===== config.mk =====
export PLATFORM = sky130hd
export DESIGN_NAME = serial_adder_flat
export DESIGN_NICKNAME = d
export VERILOG_FILES = /design/src/rtl/serial_adder_pkg.sv /design/src/rtl/serial_adder_if.sv /design/src/rtl/serial_adder_slice.sv /design/src/rtl/serial_adder.sv /design/src/flat_wrapper.sv
export SDC_FILE = /design/constraint.sdc
export NUM_CORES = 1
export LEC_CHECK = 0
export CORE_UTILIZATION = 55
export CTS_CLUSTER_SIZE = 16
export DETAILED_ROUTE_END_ITERATION = 16
export PLACE_DENSITY = 0.84
export SLEW_MARGIN = 20
export SYNTH_ARGS = -nofsm -noshare
export SYNTH_HDL_FRONTEND = slang
export SYNTH_SLANG_ARGS = --single-unit

===== constraint.sdc =====
create_clock -name clk -period 4.99 [get_ports clk]
set_input_delay 0.998 -clock clk [delete_from_list [all_inputs] [get_ports clk]]
set_output_delay 0.998 -clock clk [all_outputs]
set_load 0.01 [all_outputs]

===== src/rtl/serial_adder_pkg.sv =====
// Shared definitions for the digit-serial adder/subtractor: FSM state type and
// elaboration-time sizing helpers.
package serial_adder_pkg;

    typedef enum logic [1:0] {
        IDLE = 2'd0,
        RUN  = 2'd1,
        DONE = 2'd2
    } state_t;

    function automatic int digit_count(input int width, input int digit);
        return width / digit;
    endfunction

    // A single-digit operation still needs a 1-bit index register.
    function automatic int index_width(input int n);
        return (n <= 1) ? 1 : $clog2(n);
    endfunction

endpackage


===== src/rtl/serial_adder_if.sv =====
// Start/done request bus of the serial adder, with the operand and result fields.
interface serial_adder_if #(
    parameter int WIDTH = 16
) ();
    logic             start;
    logic [WIDTH-1:0] a;
    logic [WIDTH-1:0] b;
    logic             cin;
    logic             sub;
    logic             busy;
    logic             done;
    logic [WIDTH-1:0] sum;
    logic             co;
    logic             ovf;

    modport master (
        output start, a, b, cin, sub,
        input  busy, done, sum, co, ovf
    );

    modport slave (
        input  start, a, b, cin, sub,
        output busy, done, sum, co, ovf
    );
endinterface


===== src/rtl/serial_adder_slice.sv =====
// One DIGIT-wide combinational adder slice; also reports the carry into its MSB
// so the top level can derive signed overflow on the last digit.
module adder_slice #(
    parameter int DIGIT = 4
) (
    input  logic [DIGIT-1:0] x,
    input  logic [DIGIT-1:0] y,
    input  logic             ci,
    output logic [DIGIT-1:0] s,
    output logic             co,
    output logic             c_msb_in
);
    logic [DIGIT:0] total_s;

    assign total_s  = {1'b0, x} + {1'b0, y} + {{DIGIT{1'b0}}, ci};
    assign s        = total_s[DIGIT-1:0];
    assign co       = total_s[DIGIT];
    // Sum bit = x ^ y ^ carry-in, so the MSB carry-in falls out without a second adder.
    assign c_msb_in = s[DIGIT-1] ^ x[DIGIT-1] ^ y[DIGIT-1];
endmodule


===== src/rtl/serial_adder.sv =====
// Digit-serial adder/subtractor: LSD first, DIGIT bits per clock, with a
// registered result that only changes on the done pulse.
module serial_adder
    import serial_adder_pkg::*;
#(
    parameter int WIDTH = 16,
    parameter int DIGIT = 4
) (
    input  logic           clk,
    input  logic           rst,
    serial_adder_if.slave  bus
);
    localparam int N    = digit_count(WIDTH, DIGIT);
    localparam int IDXW = index_width(N);
    localparam logic [IDXW-1:0] LAST_IDX = IDXW'(N - 1);

    generate
        if ((DIGIT <= 0) || (WIDTH <= 0) || ((WIDTH % DIGIT) != 0)) begin : g_bad_params
            $error("serial_adder: WIDTH must be a positive multiple of DIGIT");
        end
    endgenerate

    state_t            state_r;
    state_t            state_next_s;
    logic [WIDTH-1:0]  opa_r;
    logic [WIDTH-1:0]  opb_r;
    logic              carry_r;
    logic [IDXW-1:0]   idx_r;
    logic [WIDTH-1:0]  part_next_s;
    logic [WIDTH-1:0]  sum_r;
    logic              co_r;
    logic              ovf_r;
    logic              done_r;
    logic              busy_r;
    logic [DIGIT-1:0]  slice_s_s;
    logic              slice_co_s;
    logic              slice_cmsb_s;
    logic              accept_s;
    logic              last_s;

    assign accept_s = bus.start && ((state_r == IDLE) || (state_r == DONE));
    assign last_s   = (state_r == RUN) && (idx_r == LAST_IDX);

    adder_slice #(.DIGIT(DIGIT)) u_slice (
        .x        (opa_r[DIGIT-1:0]),
        .y        (opb_r[DIGIT-1:0]),
        .ci       (carry_r),
        .s        (slice_s_s),
        .co       (slice_co_s),
        .c_msb_in (slice_cmsb_s)
    );

    // The partial register only needs the WIDTH-DIGIT bits already produced;
    // the current digit is joined on the fly, so N==1 needs no partial register.
    generate
        if (N == 1) begin : g_single
            assign part_next_s = slice_s_s;
        end else begin : g_multi
            logic [WIDTH-DIGIT-1:0] part_r;

            assign part_next_s = {slice_s_s, part_r};

            // Partial-result shift register, filled from the MSB side.
            always_ff @(posedge clk or posedge rst) begin
                if (rst) begin
                    part_r <= '0;
                end else if (accept_s) begin
                    part_r <= '0;
                end else if (state_r == RUN) begin
                    part_r <= part_next_s[WIDTH-1:DIGIT];
                end else begin
                    part_r <= part_r;
                end
            end
        end
    endgenerate

    // FSM next-state decode.
    always_comb begin
        state_next_s = state_r;
        case (state_r)
            IDLE: begin
                if (bus.start) state_next_s = RUN;
                else           state_next_s = IDLE;
            end
            RUN: begin
                if (idx_r == LAST_IDX) state_next_s = DONE;
                else                   state_next_s = RUN;
            end
            DONE: begin
                if (bus.start) state_next_s = RUN;
                else           state_next_s = IDLE;
            end
            default: state_next_s = IDLE;
        endcase
    end

    // FSM state register.
    always_ff @(posedge clk or posedge rst) begin
        if (rst) state_r <= IDLE;
        else     state_r <= state_next_s;
    end

    // Operand shift registers, running carry and digit index.
    always_ff @(posedge clk or posedge rst) begin
        if (rst) begin
            opa_r   <= '0;
            opb_r   <= '0;
            carry_r <= 1'b0;
            idx_r   <= '0;
        end else if (accept_s) begin
            // Subtraction is a + ~b + ~cin, so co reads as NOT borrow.
            opa_r   <= bus.a;
            opb_r   <= bus.sub ? ~bus.b : bus.b;
            carry_r <= bus.sub ^ bus.cin;
            idx_r   <= '0;
        end else if (state_r == RUN) begin
            opa_r   <= opa_r >> DIGIT;
            opb_r   <= opb_r >> DIGIT;
            carry_r <= slice_co_s;
            idx_r   <= idx_r + IDXW'(1);
        end else begin
            opa_r   <= opa_r;
            opb_r   <= opb_r;
            carry_r <= carry_r;
            idx_r   <= idx_r;
        end
    end

    // Registered status and result outputs.
    always_ff @(posedge clk or posedge rst) begin
        if (rst) begin
            busy_r <= 1'b0;
            done_r <= 1'b0;
            sum_r  <= '0;
            co_r   <= 1'b0;
            ovf_r  <= 1'b0;
        end else begin
            busy_r <= (state_next_s == RUN);
            done_r <= last_s;
            if (last_s) begin
                sum_r <= part_next_s;
                co_r  <= slice_co_s;
                ovf_r <= slice_cmsb_s ^ slice_co_s;
            end else begin
                sum_r <= sum_r;
                co_r  <= co_r;
                ovf_r <= ovf_r;
            end
        end
    end

    assign bus.busy = busy_r;
    assign bus.done = done_r;
    assign bus.sum  = sum_r;
    assign bus.co   = co_r;
    assign bus.ovf  = ovf_r;
endmodule


===== src/flat_wrapper.sv =====
// flat-port wrapper written by rule: the top's interface ports become plain ports
module serial_adder_flat import serial_adder_pkg::*;
#(
    parameter int WIDTH = 16,
    parameter int DIGIT = 4
)
  (clk, rst, bus_start, bus_a, bus_b, bus_cin, bus_sub, bus_busy, bus_done, bus_sum, bus_co, bus_ovf);
  serial_adder_if #(.WIDTH(WIDTH)) bus_i ();
  input  logic clk;
  input  logic rst;
  input wire logic [$bits(bus_i.start)-1:0] bus_start;
  input wire logic [$bits(bus_i.a)-1:0] bus_a;
  input wire logic [$bits(bus_i.b)-1:0] bus_b;
  input wire logic [$bits(bus_i.cin)-1:0] bus_cin;
  input wire logic [$bits(bus_i.sub)-1:0] bus_sub;
  output wire logic [$bits(bus_i.busy)-1:0] bus_busy;
  output wire logic [$bits(bus_i.done)-1:0] bus_done;
  output wire logic [$bits(bus_i.sum)-1:0] bus_sum;
  output wire logic [$bits(bus_i.co)-1:0] bus_co;
  output wire logic [$bits(bus_i.ovf)-1:0] bus_ovf;
  assign bus_i.start = bus_start;
  assign bus_i.a = bus_a;
  assign bus_i.b = bus_b;
  assign bus_i.cin = bus_cin;
  assign bus_i.sub = bus_sub;
  assign bus_busy = bus_i.busy;
  assign bus_done = bus_i.done;
  assign bus_sum = bus_i.sum;
  assign bus_co = bus_i.co;
  assign bus_ovf = bus_i.ovf;
  serial_adder #(.WIDTH(WIDTH), .DIGIT(DIGIT)) u_core (.clk(clk), .rst(rst), .bus(bus_i));
endmodule

### Yosys cells after proc, flatten, opt, wreduce, memory -nomap -nowiden

Cells that the tools add are included.
Widths: inputs -> output; s select.

| cells by class | value |
|---|---|
| reductions and logical operators | 6 |
| bitwise gates (word level) | 5 |
| equal/unequal tests | 4 |
| muxes and demuxes | 14 |
| add/subtract/negate cells | 3 |

Operators with widths:

| operator | count |
|---|---|
| $mux 16 | 5 |
| $mux 12 | 2 |
| $not 16->16 | 1 |
| $mux 2 | 3 |
| $add 4x4->5 | 1 |
| $add 5x1->5 | 1 |
| $eq 2x1->1 const B | 2 |
| $eq 2x2->1 const B | 2 |
| $pmux 2 s2 | 1 |
| $xor 1x1->1 | 4 |
| $mux 1 | 3 |
| $add 2x1->2 const B | 1 |
| $logic_and 1x1->1 | 2 |
| $logic_not 2->1 | 1 |
| $reduce_bool 2->1 | 1 |
| $reduce_or 2->1 | 1 |
| $logic_or 1x1->1 | 1 |

| storage, ports and cells | value |
|---|---|
| output and inout port bits | 20 |
| flip-flop bits (word level) | 69 |

### Depth between registers and ports, before layout

| logic depth | value |
|---|---|
| word-level depth | 5 |
| gate-level depth with buffers | 8 |

### Modules after synthesis

From an unflattened synthesis, not the netlist that was laid out.

| unflattened totals | value |
|---|---|
| cells, all modules | 237 |
| area, all modules | 3075.4 um2 |

By module, submodules not included:

| module | times used | area an instance (um2) | cells an instance | seq. area each (um2) |
|---|---|---|---|---|
| serial_adder | 1 | 2897.8 | 218 | 1726.7 |
| adder_slice | 1 | 177.7 | 19 | 0.0 |

### Worst setup path after synthesis

No wires, ideal clock.

| timing path | value |
|---|---|
| kind | register to register |
| from | register u_core.carry_r |
| to | register u_core.ovf_r (netlist: u_core.bus.ovf) |
| period minus slack after synthesis | 2.048 ns |
| setup slack | 2.942 ns |
| arrival | 1.925 ns |
| cell stages (with the launch flop) | 9 |
| library setup time | 0.122 ns |
| path through | dfrtp_1 inv_1 fa_1 fa_1 nand2b_1 o2bb2ai_1 xnor2_1 xnor2_1 o21ai_1 |

| between the ends | value |
|---|---|
| word-level cells in the longest chain between the ends | 4 |

RTL lines:

| what | line | source |
|---|---|---|
| start, declared | serial_adder.sv:27 | `logic carry_r;` |
| start signal, assigned | serial_adder.sv:115 | `carry_r <= bus.sub ^ bus.cin;` |
| start signal, assigned | serial_adder.sv:120 | `carry_r <= slice_co_s;` |
| start signal, assigned | serial_adder.sv:125 | `carry_r <= carry_r;` |
| $add 5x1->5 * | serial_adder_slice.sv:15 | `assign total_s = {1'b0, x} + {1'b0, y} + {{DIGIT{1'b0}}, ci};` |
| $xor 1x1->1 (2 in a row) | serial_adder_slice.sv:19 | `assign c_msb_in = s[DIGIT-1] ^ x[DIGIT-1] ^ y[DIGIT-1];` |
| $xor 1x1->1 * | serial_adder.sv:144 | `ovf_r <= slice_cmsb_s ^ slice_co_s;` |
| end signal, assigned | serial_adder.sv:144 |  |
| end signal, assigned | serial_adder.sv:148 | `ovf_r <= ovf_r;` |
| end, declared | serial_adder.sv:32 | `logic ovf_r;` |

Every way passes the cells marked *; elsewhere a longest branch is shown, timed or not.
A chain may end at the register's enable or synchronous reset.

### Worst setup path after layout

| timing path | value |
|---|---|
| from | input bus_start |
| to | register u_core.carry_r |

| between the ends | value |
|---|---|
| word-level cells in the longest chain between the ends | 2 |

RTL lines:

| what | line | source |
|---|---|---|
| start, declared | flat_wrapper.sv:11 | `input wire logic [$bits(bus_i.start)-1:0] bus_start;` |
| $logic_and 1x1->1 * | serial_adder.sv:41 | `assign accept_s = bus.start && ((state_r == IDLE) \|\| (state_r == DONE));` |
| $mux 1 or $reduce_bool 2->1 (tied branches) | - |  |

Marks and branches as above.

==> impl_metrics.toml <==
[timing]
rsz0062_at_grt = "no"
fmax_ghz = 0.384
fin_tns_setup_ns = 0
relSlewSlack = 0.350
fin_crit_ns = 2.61
clock_skew_ns = 0.00881
finalSetupViolCount = 0
drv_slew = 0
period_share = 0.522
tightest_slew_ns = 0.973
hold_violations = 0

[clock_network]
cts_buffers = 9
clk_pin_slew_ns = 0.07
cts_root_buffer = "clkbuf_8"
cts_resized = 0
clock_path_buffers = 2
clock_sinks = 69
ctsHoldBuffers = 0
post_cts_buffers = 0
cts_htree_levels = 3
cts_tree = "yes"
clock_latency_ns = 0.34

[floorplanning]
start_util = 0.576
rows = 26
die_w_um = 75.4
die_y_um = 75.4
dieArea_um2 = 5680
boundaryPins = 57
core_area_um2 = 5140

[routing]
drtIter0Drc = 98
ant_nets = 0
wire_per_inst_um = 14.5
drt_wl_total_mm = 5.45
vias = 2029
drc = 0
via_per_inst = 5.40
firstDrtPassIters = 4

[run]
cap_viol_max_count = 0

[final_layout]
final_core_util = 0.730
nets = 344
antennaDiodeCount = 0
multi_input_area_um2 = 1130
register_area_um2 = 1730
final_cell_area_um2 = 3750
area_delta_synth_final_pct = 26.6
fill_cells = 416
drive_above_1_share = 0.124

[yosys]
ys_seq_area_frac = 0.583
syn_avg_cell_area_um2 = 12.0
synth.cell_area_um2 = 2960
ys_types = 27
synth_xor_area_frac = 0.0650
syn_inst = 246
synth_nets = 289
yosys_warnings = 0
synthFlopType = "dfrtp_1"
ys_ff_latch = 69
synth_largest_area_cell = "dfrtp_1"
synthSimpleGateAreaFrac = 0.0832
yosys.area.top_type_share = 0.583
async_reset_ff_frac = 1.00
synthAdderAreaFrac = 0.0304
synthTopCellsByArea = "dfrtp_1 58%, xnor2_1 5.6%, mux2_2 4.9%"
synth_mux_area_frac = 0.0494
synth_top_family_by_area = "compound AO/OA/AOI/OAI gates"
synth_compound_area_frac = 0.152
synth-edff-count = 0

[pwr]
vdd_ir_drop_max_mv = 0.338
power_w = 0.00237
power_leakage_nw = 1.69
power_density_nw_per_um2 = 632

[critical_path]
max_stage_delay_ns = 0.78
critPathKind = "input port to register"
worst_path_max_delay_cell = "nor2_4"
cp-start-kind = "input port"
cp.arrival_ns = 2.86
path_max_fanout = 45
r2r_cells = 8
crit_path_end_kind = "register"
crit_chain = "clkdlybuf4s50_1 > nor2b_1 > buf_4 > nor2_4 > a22oi_1 > o21ai_0"
cp.required_ns = 5.24

[placement]
dpl_cell_area_um2 = 3560
dp_hpwl_mm = 3.63
portBuffers = 56
gp_congestion = 0.776

[hold_path]
hold-path-cell-count = 2
min_path_type = "register to register"

[global_route]
grt_pass1_wl_mm = 8.91
grt_pass1_vias = 1885
antenna_found_initial = 0
grt_max_degree = 46
grt_util_all_layers = 0.218
grt_overflow = 0

[status]
status = "finished, final reports clean"
[flip-flops by register name, indices dropped and copies added (netlist names), 2 cells and up]
register               cells
u_core.bus.sum            16
u_core.opa_r              16
u_core.opb_r              16
u_core.g_multi.part_r     12
u_core.idx_r               2
u_core.state_r             2
[power by group]
group | switching [W] | internal, W | total (W) | leakage [nW]
registers | 0.000149 | 0.000806 | 0.000955 | 0.875
clock network | 0.000204 | 0.000228 | 0.000432 | 0.0987
logic | 0.000483 | 0.000498 | 0.000981 | 0.712
total | 0.000837 | 0.00153 | 0.00237 | 1.69
[per-stage QoR]
stage	cells	setup WS (ns)	hold slack, ns
after floorplan	246	2.25	0.447
after detailed placement	360	2.05	0.464
after CTS	376	2.40	0.483
final	376	2.38	0.481
after global placement	360	2.10	0.460
after global routing	376	2.22	0.508
[critical path: cells and delay by family]
| kind | cells | cell delay [ns] |
|---|---|---|
| buffers and inverters | 2 | 0.61 |
| AOI/OAI and AO/OA | 2 | 0.31 |
| and+or+nand+nor | 2 | 0.92 |
[synthesized netlist by cell type (4+ instances only)]
master	number
buf_2	9
nand2_1	33
dfrtp_1	69
xnor2_1	19
a22o_1	14
a22oi_1	11
nor2_1	13
a221o_1	14
inv_1	7
o21ai_0	15
ha_1	4
mux2_2	13
[metal layers]
metal	track usage	routed length (µm)	up-vias
li1	-	-	975
met1	0.285	2450	982
met2	0.349	2670	62
met3	0.0489	239	10
met4	0.105	87	0
met5	0	0	-
[placed cells by master (no fill, tap or decap), drive strengths merged, types with 8 or more instances in the layout]
master,instances
a221o,14
a22o,14
a22oi,11
clkbuf,9
clkdlybuf4s50,56
dfrtp,69
inv,8
mux2,13
nand2,34
nor2,14
o21ai,16
xnor2,19
[cell type report]
class / instances / area share
clock buffer: 9 / 0.0330
clock inverter: 7 / 0.0177
inverter: 8 / 0.00868
multi-input combinational: 154 / 0.301
sequential: 69 / 0.460
tap: 70 / 0.0234
timing repair buffer: 59 / 0.155
[logic make-up after synthesis]
kind of cell / count (synthesis)
compound gates: 57
buf+inv: 23
fa+ha+maj: 6
simple gates: 56
xor+xnor: 22
flops: 69
mux: 13
[path summary, 6_finish.rpt]
kind | from | endpoint | slack, ns
max in group asynchronous | rst | u_core.opb_r[14]$_DFFE_PP0P_ | 3.00
hold / removal | u_core.opa_r[10]$_DFFE_PP0P_ | u_core.opa_r[10]$_DFFE_PP0P_ | 0.48
setup / recovery | bus_start | u_core.carry_r$_DFFE_PP0P_ | 2.38
hold reg to reg | u_core.opa_r[10]$_DFFE_PP0P_ | u_core.opa_r[10]$_DFFE_PP0P_ | 0.48
setup reg to reg | u_core.carry_r$_DFFE_PP0P_ | u_core.bus.ovf$_DFFE_PP0P_ | 2.81
min in group asynchronous | rst | u_core.bus.sum[4]$_DFFE_PP0P_ | 1.08
(Power assumes the default switching activity.)
